## config.mk

```make
export PLATFORM = sky130hd
export DESIGN_NAME = chi_rx_link_chan_flat
export DESIGN_NICKNAME = d
export VERILOG_FILES = /design/src/rtl/chi_link_pkg.sv /design/src/rtl/chi_rx_link_chan_if.sv /design/src/rtl/sfifo.sv /design/src/rtl/chi_rx_link_chan.sv /design/src/flat_wrapper.sv
export SDC_FILE = /design/constraint.sdc
export NUM_CORES = 1
export LEC_CHECK = 0
export ABC_CLOCK_PERIOD_IN_PS = 4000
export BUFFER_PORTS_ARGS = -buffer_cell sky130_fd_sc_hd__buf_2
export CAP_MARGIN = 15
export CORE_MARGIN = 2
export CORE_UTILIZATION = 45
export DETAILED_ROUTE_END_ITERATION = 7
export PLACE_DENSITY = 0.65
export REMOVE_ABC_BUFFERS = 1
export SLEW_MARGIN = 10
export SYNTH_ARGS = -nofsm -noshare
export SYNTH_HDL_FRONTEND = slang
export SYNTH_SLANG_ARGS = --single-unit
export TNS_END_PERCENT = 10
```

## constraint.sdc

```tcl
create_clock -name clock -period 4 [get_ports clock]
set_input_delay 0.4 -clock clock [delete_from_list [all_inputs] [get_ports clock]]
set_output_delay 0.4 -clock clock [all_outputs]
set_load 0.05 [all_outputs]
```

## src/rtl/chi_link_pkg.sv

```systemverilog
// Shared CHI link-layer types and per-channel constants used by the HN-F RX channels.
package chi_link_pkg;

   typedef enum logic [1:0] {
      STOP  = 2'd0,
      RUN   = 2'd1,
      DEACT = 2'd2
   } link_state_e;

   // Width of the L-credit counter exposed on crd_out
   localparam int unsigned CRD_W = 4;

   // LCrdReturn opcodes per channel
   localparam int unsigned REQ_LCRD_RET_OPC = 0;
   localparam int unsigned RSP_LCRD_RET_OPC = 0;
   localparam int unsigned DAT_LCRD_RET_OPC = 0;

   // REQ channel flit layout
   localparam int unsigned REQ_FLIT_W  = 117;
   localparam int unsigned REQ_OPC_LSB = 0;
   localparam int unsigned REQ_OPC_W   = 6;
   localparam int unsigned REQ_TGT_LSB = 110;
   localparam int unsigned REQ_TGT_W   = 7;

   // RSP channel flit layout
   localparam int unsigned RSP_FLIT_W  = 65;
   localparam int unsigned RSP_OPC_LSB = 0;
   localparam int unsigned RSP_OPC_W   = 6;
   localparam int unsigned RSP_TGT_LSB = 58;
   localparam int unsigned RSP_TGT_W   = 7;

   // DAT channel flit layout
   localparam int unsigned DAT_FLIT_W  = 373;
   localparam int unsigned DAT_OPC_LSB = 0;
   localparam int unsigned DAT_OPC_W   = 4;
   localparam int unsigned DAT_TGT_LSB = 366;
   localparam int unsigned DAT_TGT_W   = 7;

   // HN-F node IDs
   localparam int unsigned HNF0_ID = 0;
   localparam int unsigned HNF1_ID = 1;

   // Bits needed to count 0..n inclusive
   function automatic int unsigned cnt_w(input int unsigned n);
      return $clog2(n + 1);
   endfunction

endpackage

```

## src/rtl/chi_rx_link_chan_if.sv

```systemverilog
// CHI RX link-layer signal bundle between a transmitter (master) and receiver (slave).
interface chi_rx_link_chan_if #(
   parameter int unsigned FLIT_W = 65
);
   logic              RXLINKACTIVEREQ;
   logic              RXLINKACTIVEACK;
   logic              RXFLITPEND;
   logic              RXFLITV;
   logic [FLIT_W-1:0] RXFLIT;
   logic              RXLCRDV;

   modport master (
      output RXLINKACTIVEREQ, RXFLITPEND, RXFLITV, RXFLIT,
      input  RXLINKACTIVEACK, RXLCRDV
   );

   modport slave (
      input  RXLINKACTIVEREQ, RXFLITPEND, RXFLITV, RXFLIT,
      output RXLINKACTIVEACK, RXLCRDV
   );
endinterface

```

## src/rtl/sfifo.sv

```systemverilog
// Simple synchronous FIFO storage; the owner tracks occupancy and never overfills it.
module sfifo #(
   parameter int unsigned WIDTH = 8,
   parameter int unsigned DEPTH = 4
) (
   input  logic             clock,
   input  logic             reset,
   input  logic             push,
   input  logic [WIDTH-1:0] din,
   input  logic             pop,
   output logic [WIDTH-1:0] dout
);
   localparam int unsigned AW = (DEPTH > 1) ? $clog2(DEPTH) : 1;
   localparam logic [AW-1:0] LAST = AW'(DEPTH - 1);

   logic [WIDTH-1:0] mem [DEPTH];
   logic [AW-1:0]    wr_ptr;
   logic [AW-1:0]    rd_ptr;

   // Pointers wrap explicitly so non-power-of-two depths work
   always_ff @(posedge clock) begin
      if (reset) begin
         wr_ptr <= '0;
         rd_ptr <= '0;
      end else begin
         if (push) wr_ptr <= (wr_ptr == LAST) ? '0 : wr_ptr + AW'(1);
         if (pop)  rd_ptr <= (rd_ptr == LAST) ? '0 : rd_ptr + AW'(1);
      end
   end

   always_ff @(posedge clock) begin
      if (push) mem[wr_ptr] <= din;
   end

   assign dout = mem[rd_ptr];

endmodule

```

## src/rtl/chi_rx_link_chan.sv

```systemverilog
// CHI link-layer RX channel: link FSM, L-credit issue, LCrdReturn absorption,
// TgtID filtering and a posted queue toward the HN-F pipeline.
module chi_rx_link_chan
   import chi_link_pkg::*;
#(
   parameter int unsigned FLIT_W       = 65,
   parameter int unsigned DEPTH        = 4,
   parameter int unsigned NUM_CRD      = 4,
   parameter int unsigned OPC_LSB      = 0,
   parameter int unsigned OPC_W        = 6,
   parameter int unsigned TGT_LSB      = 58,
   parameter int unsigned TGT_W        = 7,
   parameter int unsigned LCRD_RET_OPC = 0,
   parameter int unsigned MY_ID        = 0
) (
   input  logic              clock,
   input  logic              reset,
   chi_rx_link_chan_if.slave link,
   output logic [FLIT_W-1:0] deq_flit,
   output logic              deq_valid,
   input  logic              deq_ready,
   output logic [CRD_W-1:0]  crd_out,
   output logic              tgt_err,
   output logic              ovf_err
);
   localparam int unsigned OCC_W = cnt_w(DEPTH);

   link_state_e        state_q;
   link_state_e        state_d;
   logic [OCC_W-1:0]   occ_q;
   logic [OCC_W-1:0]   occ_d;
   logic [CRD_W-1:0]   crd_d;
   logic               consume_c;
   logic               ovf_c;
   logic               is_ret_c;
   logic               tgt_ok_c;
   logic               push_c;
   logic               tgt_bad_c;
   logic               pop_c;
   logic               grant_c;
   logic               unused_c;

   // RXFLITPEND is advisory only; fields outside Opcode/TgtID travel untouched
   assign unused_c = ^{link.RXFLITPEND, link.RXFLIT};

   // Credit accounting, flit disposition and link state transitions
   always_comb begin
      state_d   = state_q;
      consume_c = link.RXFLITV && (crd_out != '0);
      ovf_c     = link.RXFLITV && (crd_out == '0);
      is_ret_c  = link.RXFLIT[OPC_LSB +: OPC_W] == OPC_W'(LCRD_RET_OPC);
      tgt_ok_c  = link.RXFLIT[TGT_LSB +: TGT_W] == TGT_W'(MY_ID);
      push_c    = consume_c && !is_ret_c && tgt_ok_c;
      tgt_bad_c = consume_c && !is_ret_c && !tgt_ok_c;
      pop_c     = deq_ready && deq_valid;
      occ_d     = occ_q + OCC_W'(push_c) - OCC_W'(pop_c);
      // Grant only if the new credit still has a guaranteed queue slot
      grant_c   = (state_q == RUN)
                  && (32'(crd_out) < NUM_CRD)
                  && ((32'(crd_out) + 32'(occ_d)) < DEPTH);
      crd_d     = crd_out - CRD_W'(consume_c) + CRD_W'(grant_c);

      case (state_q)
         STOP:    if (link.RXLINKACTIVEREQ)  state_d = RUN;
         RUN:     if (!link.RXLINKACTIVEREQ) state_d = DEACT;
         DEACT:   if (crd_out == '0)         state_d = STOP;
         default:                            state_d = STOP;
      endcase
   end

   always_ff @(posedge clock) begin
      if (reset) begin
         state_q              <= STOP;
         link.RXLINKACTIVEACK <= 1'b0;
         link.RXLCRDV         <= 1'b0;
         crd_out              <= '0;
         occ_q                <= '0;
         deq_valid            <= 1'b0;
         tgt_err              <= 1'b0;
         ovf_err              <= 1'b0;
      end else begin
         state_q              <= state_d;
         link.RXLINKACTIVEACK <= (state_d != STOP);
         link.RXLCRDV         <= grant_c;
         crd_out              <= crd_d;
         occ_q                <= occ_d;
         deq_valid            <= (occ_d != '0);
         tgt_err              <= tgt_bad_c;
         ovf_err              <= ovf_c;
      end
   end

   sfifo #(
      .WIDTH (FLIT_W),
      .DEPTH (DEPTH)
   ) u_fifo (
      .clock (clock),
      .reset (reset),
      .push  (push_c),
      .din   (link.RXFLIT),
      .pop   (pop_c),
      .dout  (deq_flit)
   );

endmodule

```

## src/flat_wrapper.sv

```systemverilog
// flat-port wrapper written by rule: the top's interface ports become plain ports
module chi_rx_link_chan_flat import chi_link_pkg::*;
#(
   parameter int unsigned FLIT_W       = 65,
   parameter int unsigned DEPTH        = 4,
   parameter int unsigned NUM_CRD      = 4,
   parameter int unsigned OPC_LSB      = 0,
   parameter int unsigned OPC_W        = 6,
   parameter int unsigned TGT_LSB      = 58,
   parameter int unsigned TGT_W        = 7,
   parameter int unsigned LCRD_RET_OPC = 0,
   parameter int unsigned MY_ID        = 0
)
  (clock, reset, deq_flit, deq_valid, deq_ready, crd_out, tgt_err, ovf_err, link_RXLINKACTIVEREQ, link_RXFLITPEND, link_RXFLITV, link_RXFLIT, link_RXLINKACTIVEACK, link_RXLCRDV);
  chi_rx_link_chan_if #(.FLIT_W(FLIT_W)) link_i ();
  input  logic clock;
  input  logic reset;
  output logic [FLIT_W-1:0] deq_flit;
  output logic deq_valid;
  input  logic deq_ready;
  output logic [CRD_W-1:0] crd_out;
  output logic tgt_err;
  output logic ovf_err;
  input wire logic [$bits(link_i.RXLINKACTIVEREQ)-1:0] link_RXLINKACTIVEREQ;
  input wire logic [$bits(link_i.RXFLITPEND)-1:0] link_RXFLITPEND;
  input wire logic [$bits(link_i.RXFLITV)-1:0] link_RXFLITV;
  input wire logic [$bits(link_i.RXFLIT)-1:0] link_RXFLIT;
  output wire logic [$bits(link_i.RXLINKACTIVEACK)-1:0] link_RXLINKACTIVEACK;
  output wire logic [$bits(link_i.RXLCRDV)-1:0] link_RXLCRDV;
  assign link_i.RXLINKACTIVEREQ = link_RXLINKACTIVEREQ;
  assign link_i.RXFLITPEND = link_RXFLITPEND;
  assign link_i.RXFLITV = link_RXFLITV;
  assign link_i.RXFLIT = link_RXFLIT;
  assign link_RXLINKACTIVEACK = link_i.RXLINKACTIVEACK;
  assign link_RXLCRDV = link_i.RXLCRDV;
  chi_rx_link_chan #(.FLIT_W(FLIT_W), .DEPTH(DEPTH), .NUM_CRD(NUM_CRD), .OPC_LSB(OPC_LSB), .OPC_W(OPC_W), .TGT_LSB(TGT_LSB), .TGT_W(TGT_W), .LCRD_RET_OPC(LCRD_RET_OPC), .MY_ID(MY_ID)) u_core (.clock(clock), .reset(reset), .link(link_i), .deq_flit(deq_flit), .deq_valid(deq_valid), .deq_ready(deq_ready), .crd_out(crd_out), .tgt_err(tgt_err), .ovf_err(ovf_err));
endmodule
```

==> flow_metrics.tcl <==
set metrics [dict create \
    finalPower_mw 7.01 \
    path_buf_inv 4 \
    wl_per_cell_um 20.6 \
    synthAdderAreaFrac_pct 2.08 \
    cp-end-kind "register" \
    run_status "finished clean" \
    vias 4852 \
    setup_tns_ns 0 \
    fmax_ghz 0.267 \
    yosysUniqueCellTypes 34 \
    muxShareOfSynthArea_pct 14.1 \
    fin_area_sq_mm 0.0124 \
    post_cts_buffers 0 \
    cts_tree "built" \
    wl_met1_um 8170 \
    ctsResizeCount 0 \
    area_growth_pct 19.2 \
    die-area_sq_mm 0.0243 \
    synthFlopType "edfxtp_1" \
    tightest_slew_ns 1.07 \
    p_per_area_mw_per_mm2 568 \
    synth_compound_area_share_pct 0.941 \
    cp_max_fo 4 \
    irDropWorstVdd_mv 0.512 \
    synth-xor-area-share_pct 0.338 \
    timing_worst_setup_path_type "reg2reg" \
    synth_edf_count 260 \
    routabilityCongestion 0.736 \
    slowest_stage "fa_1" \
    final.period_utilization_pct 93.7 \
    synth_seq_cells 280 \
    cts_buffer_depth 3 \
    hpwl_um 10700 \
    dr.pass1.iters 4 \
    drtIter0Drc 335 \
    grt_max_degree 66 \
    die_height_um 156 \
    ys_seq_area_share_pct 79.2 \
    synth_top_family_by_area "multiplexers" \
    antenna_left 0 \
    cts.sinks 280 \
    portBuffers 143 \
    dieWidth_um 156 \
    overflow 0 \
    rows 55 \
    relSlewSlack_pct 28.5 \
    leakagePower_nw 4.18 \
    synth_warnings 0 \
    cts_buffers 28 \
    required_ns 4.40 \
    synth_area_per_cell_sq_um 23.4 \
    max_stage_delay_ns 0.40 \
    vias_per_cell 5.31 \
    grt_pass1_wl_um 29100 \
    path_delay_family "adder cells" \
    postPlaceCellArea_sq_mm 0.0114 \
    htreeDepth 1 \
    synth-simple-area-share_pct 2.14 \
    finalHoldViolCount 0 \
    finClkSkew_ns 0.0146 \
    drt-total-wl_um 18800 \
    met2_length_um 9150 \
    async_flop_share_pct 0 \
    path_cells "inv_1, ha_1, or3b_2, o311ai_4, nor2_4, ha_1, inv_1, fa_1, xor2_2, xnor2_2, inv_1, ha_1, nor2_1, and4_1, ha_1, inv_1, fa_1, xor2_1, nor2_1" \
    start_util_pct 45.8 \
    nets 694 \
    core_area_sq_mm 0.0226 \
    ioPinCount 145 \
    syn_inst 444 \
    highest_layer "met4" \
    cp-start-kind "register" \
    layout_min_cycle_time_ns 3.75 \
    grt_pass1_vias 5200 \
    syn_area_sq_mm 0.0104 \
    critPathArrivalTime_ns 4.15 \
    drive_gt1_share_pct 42.9 \
    antenna_found_initial 2 \
    setup_viol 0 \
    clkLatencyLatePin_ns 0.54 \
    slew_violations 0 \
    drc 0 \
    hold_buffers 0 \
    hold_path.class "in2reg" \
    drv_cap 0 \
    track_usage_pct 15.6 \
    dr_wl_met3_um 1180 \
    clk_pin_slew_worst_paths_ns 0.06 \
    rsz0062_at_grt "false" \
    cts-root-buf "clkbuf_16" \
]
-- worst paths after layout --
check / startpoint / endpoint / slack [ns] / depth (start not counted)
worst max register to register: u_core.crd_out[2] / u_core.crd_out[2] / 0.25 / 19
worst min-delay path: link_RXFLIT[15] / u_core.u_fifo.mem[2][15] / 0.07 / 1
worst max-delay path: u_core.crd_out[2] / u_core.crd_out[2] / 0.25 / 19
worst min register to register: u_core.u_fifo.rd_ptr[1] / register / 0.49 / 2
-- metrics by stage --
stage | std cells | hold WS [ns] | util [%] | worst slack, ns
floorplan | 428 | 0.447 | - | 0.0190
global placement | 862 | 0.452 | 50.6 | 0.172
detailed placement | 862 | 0.481 | 50.6 | 0.0263
CTS | 912 | 0.0475 | 54.5 | 0.220
global route | 912 | 0.0507 | 54.6 | 0.00631
finish | 914 | 0.0747 | 54.6 | 0.252
-- placed cells by master (no fill, tap or decap), types with 2 or more instances in the layout --
cell,n
edfxtp_1,260
buf_2,143
mux4_2,65
clkbuf_16,28
dfxtp_1,17
inv_1,16
ha_1,14
nor2_1,8
clkbuf_1,8
a21oi_1,5
buf_4,5
nand2_1,4
and2_4,4
clkinv_1,4
nor3b_1,3
clkinv_2,3
clkbuf_8,3
diode_2,2
nor3_1,2
or3b_2,2
nor2b_1,2
o31ai_2,2
fa_1,2
dfxtp_4,2
bufinv_16,2
-- cell families (layout without fill, tap and decap cells) --
logic type	count (synthesis)	after routing
other	0	2
buffers and inverters	32	215
flip-flops	280	280
AO/OA/AOI/OAI	11	11
adder cells (fa/ha/maj)	16	16
XOR/XNOR	4	4
multiplexers	65	65
AND/OR/NAND/NOR	36	36
-- flip-flops by register name, summed over array words and instances (netlist names), named ones only --
register,count
u_core.crd_out,4
u_core.deq_valid,1
u_core.link.RXLCRDV,1
u_core.link.RXLINKACTIVEACK,1
u_core.occ_q,3
u_core.ovf_err,1
u_core.state_q,2
u_core.tgt_err,1
u_core.u_fifo.mem,260
u_core.u_fifo.rd_ptr,2
u_core.u_fifo.wr_ptr,2
-- synthesized netlist by cell type, drive strengths merged, types with 2 or more instances --
library cell    n  area, sq um
a21oi           5         25.0
and2            5         31.3
buf            10         46.3
clkbuf          6         22.5
dfxtp          20          400
edfxtp        260         7810
fa              2         40.0
ha             14          175
inv            16         60.1
mux4           65         1460
nand2           4         15.0
nor2            9         41.3
nor2b           2         12.5
nor3            2         10.0
nor3b           3         22.5
o31ai           2         25.0
or3             2         13.8
or3b            2         17.5
xnor2           2         17.5
xor2            2         17.5
-- final cells by class --
cell class                 count  area [sq um]
fill                        1704         10300
sequential                   280          8220
multi-input combinational    132          2060
timing repair buffer         149           773
clock buffer                  39           772
tap                          285           357
clock inverter                11           115
inverter                      16          60.1
antenna                        2          5.00
-- worst register-to-register path, delay by kind of cell (launching register included) --
kind	cells	cell delay (ns)
flip-flops	1	0.35
AND/OR/NAND/NOR	5	0.76
buffers and inverters	4	0.22
AO/OA/AOI/OAI	1	0.16
XOR/XNOR	3	0.56
adder cells (fa/ha/maj)	6	1.56
-- report_power, final --
group	switching [mW]	leakage (nW)	total, mW	internal [mW]
clock network	1.04	0.433	2.51	1.47
registers	0.0940	2.50	3.34	3.25
logic	0.745	1.25	1.16	0.420
-- routing by layer --
layer	up-vias	track usage, %
met4	0	3.32
met1	2515	21.0
met5	-	0
li1	2170	-
met3	26	4.11
met2	141	25.8
Power figures use the tool's default switching activity.
